### src/rtl/hazard_pkg.sv
// Shared types for the pipeline hazard controller.
// Holds the controller FSM encoding and the MDU timeout default.
package hazard_pkg;

  typedef enum logic {
    RUN      = 1'b0,
    MDU_BUSY = 1'b1
  } hz_state_e;

  localparam int MDU_TIMEOUT_DEF = 64;

endpackage

### src/rtl/hazard_sat_cnt.sv
// Saturating up-counter with enable.
// Holds at all-ones once reached.
module hazard_sat_cnt #(
  parameter int W = 8
) (
  input  logic         clk,
  input  logic         rst_n,
  input  logic         en,
  output logic [W-1:0] count
);

  always_ff @(posedge clk or negedge rst_n) begin
    if (!rst_n) begin
      count <= '0;
    end else if (en && (count != {W{1'b1}})) begin
      count <= count + 1'b1;
    end
  end

endmodule

### src/rtl/hazard_ctrl.sv
// Pipeline hazard controller: load-use stall, branch flush,
// multi-cycle MDU wait with timeout, and data-memory stall freeze.
module hazard_ctrl
  import hazard_pkg::*;
#(
  parameter int MDU_TIMEOUT = MDU_TIMEOUT_DEF
) (
  input  logic        clk,
  input  logic        rst_n,
  input  logic [4:0]  id_rs1,
  input  logic [4:0]  id_rs2,
  input  logic        id_use_rs1,
  input  logic        id_use_rs2,
  input  logic [4:0]  ex_rd,
  input  logic        ex_reg_write,
  input  logic        ex_is_load,
  input  logic        ex_is_mdu,
  input  logic        branch_taken,
  input  logic        mdu_done,
  input  logic        dmem_stall,
  output logic        pc_en,
  output logic        if_id_en,
  output logic        id_ex_en,
  output logic        ex_mem_en,
  output logic        mem_wb_en,
  output logic        if_id_flush,
  output logic        id_ex_flush,
  output logic        ex_mem_flush,
  output logic        mdu_start,
  output logic        mdu_err,
  output logic [15:0] stall_cycles,
  output logic [7:0]  flush_count
);

  localparam int CW = $clog2(MDU_TIMEOUT + 1);
  localparam logic [CW-1:0] TMO_LAST = CW'(MDU_TIMEOUT - 1);

  hz_state_e     state_q, state_d;
  logic [CW-1:0] busy_cnt, busy_cnt_d;
  logic          done_pending, done_pending_d;
  logic          mdu_err_d;
  logic          start_c;
  logic          load_use;
  logic          done;
  logic          tmo;

  assign load_use = ex_is_load && ex_reg_write
                 && (ex_rd != 5'd0)
                 && ((id_use_rs1 && (id_rs1 == ex_rd))
                  || (id_use_rs2 && (id_rs2 == ex_rd)));

  assign done = mdu_done || done_pending;
  assign tmo  = (busy_cnt == TMO_LAST);

  always_comb begin
    state_d        = state_q;
    busy_cnt_d     = busy_cnt;
    done_pending_d = done_pending;
    mdu_err_d      = mdu_err;
    pc_en          = 1'b1;
    if_id_en       = 1'b1;
    id_ex_en       = 1'b1;
    ex_mem_en      = 1'b1;
    mem_wb_en      = 1'b1;
    if_id_flush    = 1'b0;
    id_ex_flush    = 1'b0;
    ex_mem_flush   = 1'b0;
    start_c        = 1'b0;
    if (dmem_stall) begin
      // Whole pipe frozen; a done pulse seen now is kept for later.
      pc_en     = 1'b0;
      if_id_en  = 1'b0;
      id_ex_en  = 1'b0;
      ex_mem_en = 1'b0;
      mem_wb_en = 1'b0;
      if ((state_q == MDU_BUSY) && mdu_done) begin
        done_pending_d = 1'b1;
      end
    end else begin
      unique case (state_q)
        RUN: begin
          if (ex_is_mdu) begin
            start_c        = 1'b1;
            pc_en          = 1'b0;
            if_id_en       = 1'b0;
            id_ex_en       = 1'b0;
            ex_mem_flush   = 1'b1;
            busy_cnt_d     = '0;
            done_pending_d = 1'b0;
            state_d        = MDU_BUSY;
          end else if (branch_taken) begin
            if_id_flush = 1'b1;
            id_ex_flush = 1'b1;
          end else if (load_use) begin
            pc_en       = 1'b0;
            if_id_en    = 1'b0;
            id_ex_flush = 1'b1;
          end
        end
        MDU_BUSY: begin
          if (done || tmo) begin
            state_d        = RUN;
            busy_cnt_d     = '0;
            done_pending_d = 1'b0;
            if (!done) begin
              mdu_err_d = 1'b1;
            end
          end else begin
            pc_en        = 1'b0;
            if_id_en     = 1'b0;
            id_ex_en     = 1'b0;
            ex_mem_flush = 1'b1;
            busy_cnt_d   = busy_cnt + 1'b1;
          end
        end
      endcase
    end
  end

  always_ff @(posedge clk or negedge rst_n) begin
    if (!rst_n) begin
      state_q      <= RUN;
      busy_cnt     <= '0;
      done_pending <= 1'b0;
      mdu_err      <= 1'b0;
    end else begin
      state_q      <= state_d;
      busy_cnt     <= busy_cnt_d;
      done_pending <= done_pending_d;
      mdu_err      <= mdu_err_d;
    end
  end

  assign mdu_start = start_c && rst_n;

  hazard_sat_cnt #(.W(16)) u_stall_cnt (
    .clk   (clk),
    .rst_n (rst_n),
    .en    (!pc_en),
    .count (stall_cycles)
  );

  hazard_sat_cnt #(.W(8)) u_flush_cnt (
    .clk   (clk),
    .rst_n (rst_n),
    .en    (if_id_flush || id_ex_flush || ex_mem_flush),
    .count (flush_count)
  );

endmodule

### config.mk
export PLATFORM = sky130hd
export DESIGN_NAME = hazard_ctrl
export DESIGN_NICKNAME = d
export VERILOG_FILES = /design/src/rtl/hazard_pkg.sv /design/src/rtl/hazard_sat_cnt.sv /design/src/rtl/hazard_ctrl.sv
export SDC_FILE = /design/constraint.sdc
export NUM_CORES = 1
export LEC_CHECK = 0
export CAP_MARGIN = 20
export CORE_UTILIZATION = 35
export DETAILED_ROUTE_END_ITERATION = 10
export GPL_ROUTABILITY_DRIVEN = 0
export SLEW_MARGIN = 0
export SYNTH_ARGS = -nofsm -noshare
export SYNTH_HDL_FRONTEND = slang
export SYNTH_SLANG_ARGS = --single-unit
### constraint.sdc
create_clock -name clk -period 2.9 [get_ports clk]
set_input_delay 0.58 -clock clk [delete_from_list [all_inputs] [get_ports clk]]
set_output_delay 0.58 -clock clk [all_outputs]
set_load 0.01 [all_outputs]
---- After elaboration in Yosys (flattened, before gate mapping) ----
Index checks and enable logic that the tools add are counted.
W data, S select, Z words.
word-level totals
  flip-flop bits (word level) ............. 34
  latch bits .............................. 0
  memory bits (writable) .................. 0
  ROM bits ................................ 0
  bits of input ports ..................... 25
  output and inout bits ................... 34
  logic and storage cells ................. 73
  memories ................................ 0
operators by class
  $add $sub $neg .......................... 3
  multiply operators ...................... 0
  div/mod/pow operators ................... 0
  $lt $le $gt $ge ......................... 0
  eq/ne operators ......................... 9
  shifts and indexed selects .............. 0
  mux-type cells .......................... 33
  bitwise gates (word level) .............. 3
  reductions and logical operators ........ 19
operators by type and width
  cell                     number
  $mux W1                  26
  $add A16 B1 Y16 const B  1
  $ne A16 B16 Y1 const B   1
  $mux W7                  2
  $pmux W7 S2              1
  $eq A5 B5 Y1             2
  $logic_and A1 B1 Y1      9
  $add A8 B1 Y8 const B    1
  $ne A8 B8 Y1 const B     1
  $pmux W1 S2              4
  $add A7 B1 Y7 const B    1
  $eq A7 B6 Y1 const B     1
  $logic_or A1 B1 Y1       5
  $reduce_bool A5 Y1       1
  $reduce_and A4 Y1        1
  $ne A3 B2 Y1 const B     1
  $ne A3 B3 Y1 const B     1
  $not A1 Y1               3
  $reduce_and A3 Y1        1
  $ne A2 B1 Y1 const B     1
  $ne A2 B2 Y1 const B     1
  $reduce_and A2 Y1        1
  $logic_not A1 Y1         1

---- Longest topological paths before layout ----
  depth after elaboration ................. 12
  depth in mapped cells ................... 8
  depth with buffers taken out ............ 7

---- Modules after synthesis ----
A second synthesis with hierarchy kept.
unflattened totals
  cells, all modules ...................... 194
  area, all modules ....................... 1991.9 µm²
modules (own cells, without submodules)
  module                        times used  cells an instance  area each (µm²)
  hazard_sat_cnt (u_stall_cnt)  1           72                 859.6
  hazard_ctrl                   1           88                 724.4
  hazard_sat_cnt (u_flush_cnt)  1           34                 407.9

---- Least setup slack after synthesis ----
Ideal clock, no wire load.
  path type ............................... input-to-output
  start point ............................. input port ex_rd[1]
  end point ............................... output port pc_en
  arrival time ............................ 2034 ps
  setup slack ............................. 286 ps
  stages on the path ...................... 6
  path buffers ............................ 2
  cells stage by stage .................... or4_1 o211ai_2 or3_1 a2bb2oi_4 buf_6 buf_4
on the way
  cells in the longest elaborated chain, start to end .. 9
ends and longest elaborated chain
  element                                        RTL line                              text
  from (decl)                                    hazard_ctrl.sv:14                     input logic [4:0] ex_rd,
  $eq A5 B5 Y1, on equally long branches         hazard_ctrl.sv:49, hazard_ctrl.sv:50
  $logic_and A1 B1 Y1, on equally long branches  hazard_ctrl.sv:49, hazard_ctrl.sv:50
  $logic_or A1 B1 Y1                             hazard_ctrl.sv:50                     || (id_use_rs2 && (id_rs2 == ex_rd)));
  $logic_and A1 B1 Y1 *                          hazard_ctrl.sv:49                     && ((id_use_rs1 && (id_rs1 == ex_rd))
  $mux W1 * (3 in series)                        -
  $pmux W1 S2 *                                  -
  $mux W1 *                                      -
  to (decl)                                      hazard_ctrl.sv:21                     output logic pc_en,
Every way passes the cells marked *; elsewhere a longest branch is shown, timed or not.

---- Worst setup path in the final report ----
  start point ............................. input port ex_rd[1]
  end point ............................... output port if_id_en
on the way
  cells in the longest elaborated chain, start to end .. 9
ends and longest elaborated chain
  element                                        RTL line                              text
  $eq A5 B5 Y1, on equally long branches         hazard_ctrl.sv:49, hazard_ctrl.sv:50
  $logic_and A1 B1 Y1, on equally long branches  hazard_ctrl.sv:49, hazard_ctrl.sv:50
  $logic_or A1 B1 Y1                             hazard_ctrl.sv:50
  $logic_and A1 B1 Y1 *                          hazard_ctrl.sv:49
  $mux W1 *                                      hazard_ctrl.sv:94                     end else if (load_use) begin
  $mux W1 *                                      hazard_ctrl.sv:91                     end else if (branch_taken) begin
  $mux W1 *                                      hazard_ctrl.sv:82                     if (ex_is_mdu) begin
  $pmux W1 S2 *                                  hazard_ctrl.sv:80                     unique case (state_q)
  $mux W1 *                                      hazard_ctrl.sv:69                     if (dmem_stall) begin
  to (decl)                                      hazard_ctrl.sv:22                     output logic if_id_en,
Marked as above.

==> Flow_metrics.wiki <==
{| class="wikitable"
! Metric !! Value
|-
| Status || finished, final reports clean
|-
| List of most frequent post-synthesis cells || 34 x sky130_fd_sc_hd__dfrtp_1, 24 x sky130_fd_sc_hd__xor2_1, 19 x sky130_fd_sc_hd__nand2_1
|-
| Slew Limit Headroom || 66.7%
|-
| DR top layer || met4
|-
| DRT met1 WL || 2210 µm
|-
| DR WL/cell || 13.1 µm
|-
| Multi-input combinational cell area || 1060 µm²
|-
| Total number of nets in the final design || 295
|-
| Flops & latches, synth || 34
|-
| Count of distinct cell types in the synthesized netlist || 41
|-
| Drt total wl || 4440 µm
|-
| Count of antenna diodes in the layout || 0
|-
| Fraction of final layout cells with drive strength greater than 1 || 16.4%
|-
| RSZ-0062 raised after global routing || no
|-
| Chain of cells forming the critical path || clkdlybuf4s50_1, or4_4, o211ai_2, or3_1, a2bb2oi_4, buf_2
|-
| Sum of met2 wire segment lengths after detailed routing || 1810 µm
|-
| Fraction of synthesis flops using an asynchronous set or reset pin || 100%
|-
| Number of flops mapped to enable cells by yosys || 0
|-
| Power Density || 710 nW/µm²
|-
| Final std cells w/o fill || 338
|-
| Number of top-level design ports || 59
|-
| Kind of end point of the critical path || output port
|-
| Post-DR vias/cell || 4.93
|-
| Maximum buffer depth of the clock tree || 2
|-
| Die span in x || 76.6 µm
|-
| Port Buffers || 58
|-
| Sink Count || 34
|-
| Synthesized area per cell || 10.5 µm²
|-
| Final hold viol count || 0
|-
| Leakage component of the power || 1.17 nW
|-
| Most common cell in the synthesized netlist || sky130_fd_sc_hd__dfrtp_1
|-
| Yosys top cell area share || 43.7%
|-
| Total of fill cells in the finished design || 477
|-
| Length of the first detailed-routing pass in iterations || 5
|-
| Count of vias placed by the detailed router || 1668
|-
| Die Outline Area || 5860 µm²
|-
| Worst Hold Class || reg -> reg
|-
| Arrival time of the worst setup path || 2.26 ns
|-
| Clock latency at the later pin of the worst-skew pair || 0.29 ns
|-
| Startpoint types || input port
|-
| PnR Total Power || 2.02 mW
|-
| Most common flop cell mapped by yosys || sky130_fd_sc_hd__dfrtp_1
|-
| Number of max-cap violations || 0
|-
| Max frequency || 352 MHz
|-
| Vertical extent of the die || 76.6 µm
|-
| Library cell used as clock root buffer || sky130_fd_sc_hd__clkbuf_8
|-
| Core region area || 5240 µm²
|-
| Number of global-route vias before repair || 1554
|-
| Transition time at the pin with the least slew margin || 0.495 ns
|-
| Total DRC errors in the routed layout || 0
|-
| Post-synth design cell area || 1950 µm²
|-
| Register area || 851 µm²
|-
| Setup skew after layout || 0.00216 ns
|-
| CTS tree || yes
|-
| First-pass GRT wire length || 7470 µm
|-
| Max IR drop VDD || 449 µV
|-
| CTS clk-pin slew, worst paths || 0.07 ns
|-
| Net count after synthesis || 213
|-
| Yosys warning total || 0
|-
| FP Rows || 26
|-
| Class of the most critical setup path || in -> out
|-
| Largest net degree at the start of global routing || 35
|-
| Total track usage || 16.1%
|-
| Worst path required time || 2.32 ns
|-
| Effective utilization at floorplan || 37.2%
|-
| Detailed route wirelength on metal3 || 361 µm
|-
| Drt first-iter violations || 68
|-
| Ratio of final minimum period to clock period || 98.0%
|-
| Cell accounting for the most synthesized area || sky130_fd_sc_hd__dfrtp_1
|-
| Count of pins over their slew limit || 0
|-
| Post-DP HPWL || 3280 µm
|-
| Cell at the slowest stage of the critical path || sky130_fd_sc_hd__or4_4
|-
| Depth of the CTS H-tree || 2
|-
| Share of synthesized area occupied by flip-flops and latches || 43.7%
|-
| Number of instances in the synthesized netlist || 185
|-
| Time the worst path needs with I/O delays and setup || 2.84 ns
|-
| Slowest cell delay on critical path || 0.54 ns
|-
| Global route overflow || 0
|-
| Initial antenna violation count || 0
|-
| Synth-to-layout area growth || 45.9%
|-
| Number of buffers created by CTS || 5
|-
| Number of nets still failing antenna checks after routing || 0
|-
| Dpl cells || 327
|-
| Cell types with the largest area share after synthesis || sky130_fd_sc_hd__dfrtp_1 44%, sky130_fd_sc_hd__xor2_1 11%, sky130_fd_sc_hd__xnor2_1 4.0%
|-
| Crit Path Max Fanout || 3
|-
| Final setup vio count || 0
|}
-- placed cells by master, fill, tap and decap left out, types with 3 or more instances in the layout --
| cell type | count |
|---|---|
| sky130_fd_sc_hd__and3_1 | 4 |
| sky130_fd_sc_hd__buf_4 | 19 |
| sky130_fd_sc_hd__clkbuf_8 | 6 |
| sky130_fd_sc_hd__clkdlybuf4s50_1 | 54 |
| sky130_fd_sc_hd__dfrtp_1 | 34 |
| sky130_fd_sc_hd__ha_1 | 3 |
| sky130_fd_sc_hd__inv_1 | 3 |
| sky130_fd_sc_hd__nand2_1 | 19 |
| sky130_fd_sc_hd__nand3_1 | 10 |
| sky130_fd_sc_hd__nand4_1 | 7 |
| sky130_fd_sc_hd__nor2_1 | 10 |
| sky130_fd_sc_hd__nor2b_1 | 4 |
| sky130_fd_sc_hd__nor3_1 | 5 |
| sky130_fd_sc_hd__nor4_1 | 4 |
| sky130_fd_sc_hd__nor4_4 | 3 |
| sky130_fd_sc_hd__o21ai_0 | 11 |
| sky130_fd_sc_hd__xnor2_1 | 9 |
| sky130_fd_sc_hd__xor2_1 | 24 |
-- worst paths after layout --
path	start	endpoint	slack, ns	cells past startpoint
max in group asynchronous	rst_n	u_flush_cnt.count[0]$_DFFE_PN0P_	1.82	2
worst min register to register	mdu_err$_DFFE_PN0P_	mdu_err$_DFFE_PN0P_	0.47	1
min in group asynchronous	rst_n	u_stall_cnt.count[1]$_DFFE_PN0P_	0.78	2
worst max-delay path	ex_rd[1]	if_id_en	0.06	6
worst min-delay path	mdu_err$_DFFE_PN0P_	mdu_err$_DFFE_PN0P_	0.47	1
worst max register to register	busy_cnt[0]$_DFFE_PN0P_	u_stall_cnt.count[1]$_DFFE_PN0P_	0.60	8
-- routing by layer --
layer  global-route usage, %  up-vias
li1                        -      827
met1                    23.0      765
met2                    22.8       69
met3                    5.03        7
met5                       0        -
met4                    5.77        0
-- per-stage QoR --
step                utilization (%)  hold slack [ns]  setup TNS, ns  cell area, µm²  worst slack [ns]
global placement               51.9            0.447         -0.949            2720            -0.348
global route                   54.2            0.489              0            2840           0.00384
detailed placement             51.9            0.452          -1.01            2720            -0.357
CTS                            53.8            0.471              0            2820           0.00272
floorplan                         -            0.284              0            1950             0.286
finish                         54.2            0.473              0            2840            0.0574
-- critical path, delay by kind of cell --
kind                   cells  cell delay, ns
AOI/OAI and AO/OA          2            0.38
buffers and inverters      2            0.58
and+or+nand+nor            2            0.71
-- where the power goes --
group	switching, mW	leakage [nW]	total, mW	internal (mW)
logic	0.369	0.708	0.853	0.484
registers	0.187	0.414	0.804	0.617
clock network	0.168	0.0482	0.359	0.191
-- layout make-up --
| type | instances | share of cell area, % |
|---|---|---|
| clock inverter | 1 | 0.176 |
| tap | 70 | 3.08 |
| timing repair buffer | 79 | 25.9 |
| sequential | 34 | 30.0 |
| inverter | 3 | 0.396 |
| clock buffer | 7 | 3.04 |
| multi-input combinational | 144 | 37.5 |
-- what timing repair did --
action,4_1_cts,5_1_grt
gates resized for setup,11,4
hold buffers,0,0
gates cloned,0,0
setup buffers,2,1
pin swaps,3,2
setup endpoints to repair,3,9
-- sequential cells by signal, summed over array words and instances, names as in the netlist --
signal and cells:
mdu_err 1, state_q 1, u_stall_cnt.count 16, u_flush_cnt.count 8, done_pending 1, busy_cnt 7
-- logic make-up after synthesis --
kind of cell	after synthesis	synth area share (%)
xor gates and xnor gates	33	14.8
DFF	34	43.7
muxes	2	1.35
adders and majority gates	3	1.93
and+or+nand+nor	81	25.4
AOI/OAI and AO/OA	25	10.6
buffers and inverters	7	2.12
(Power assumes the default switching activity.)
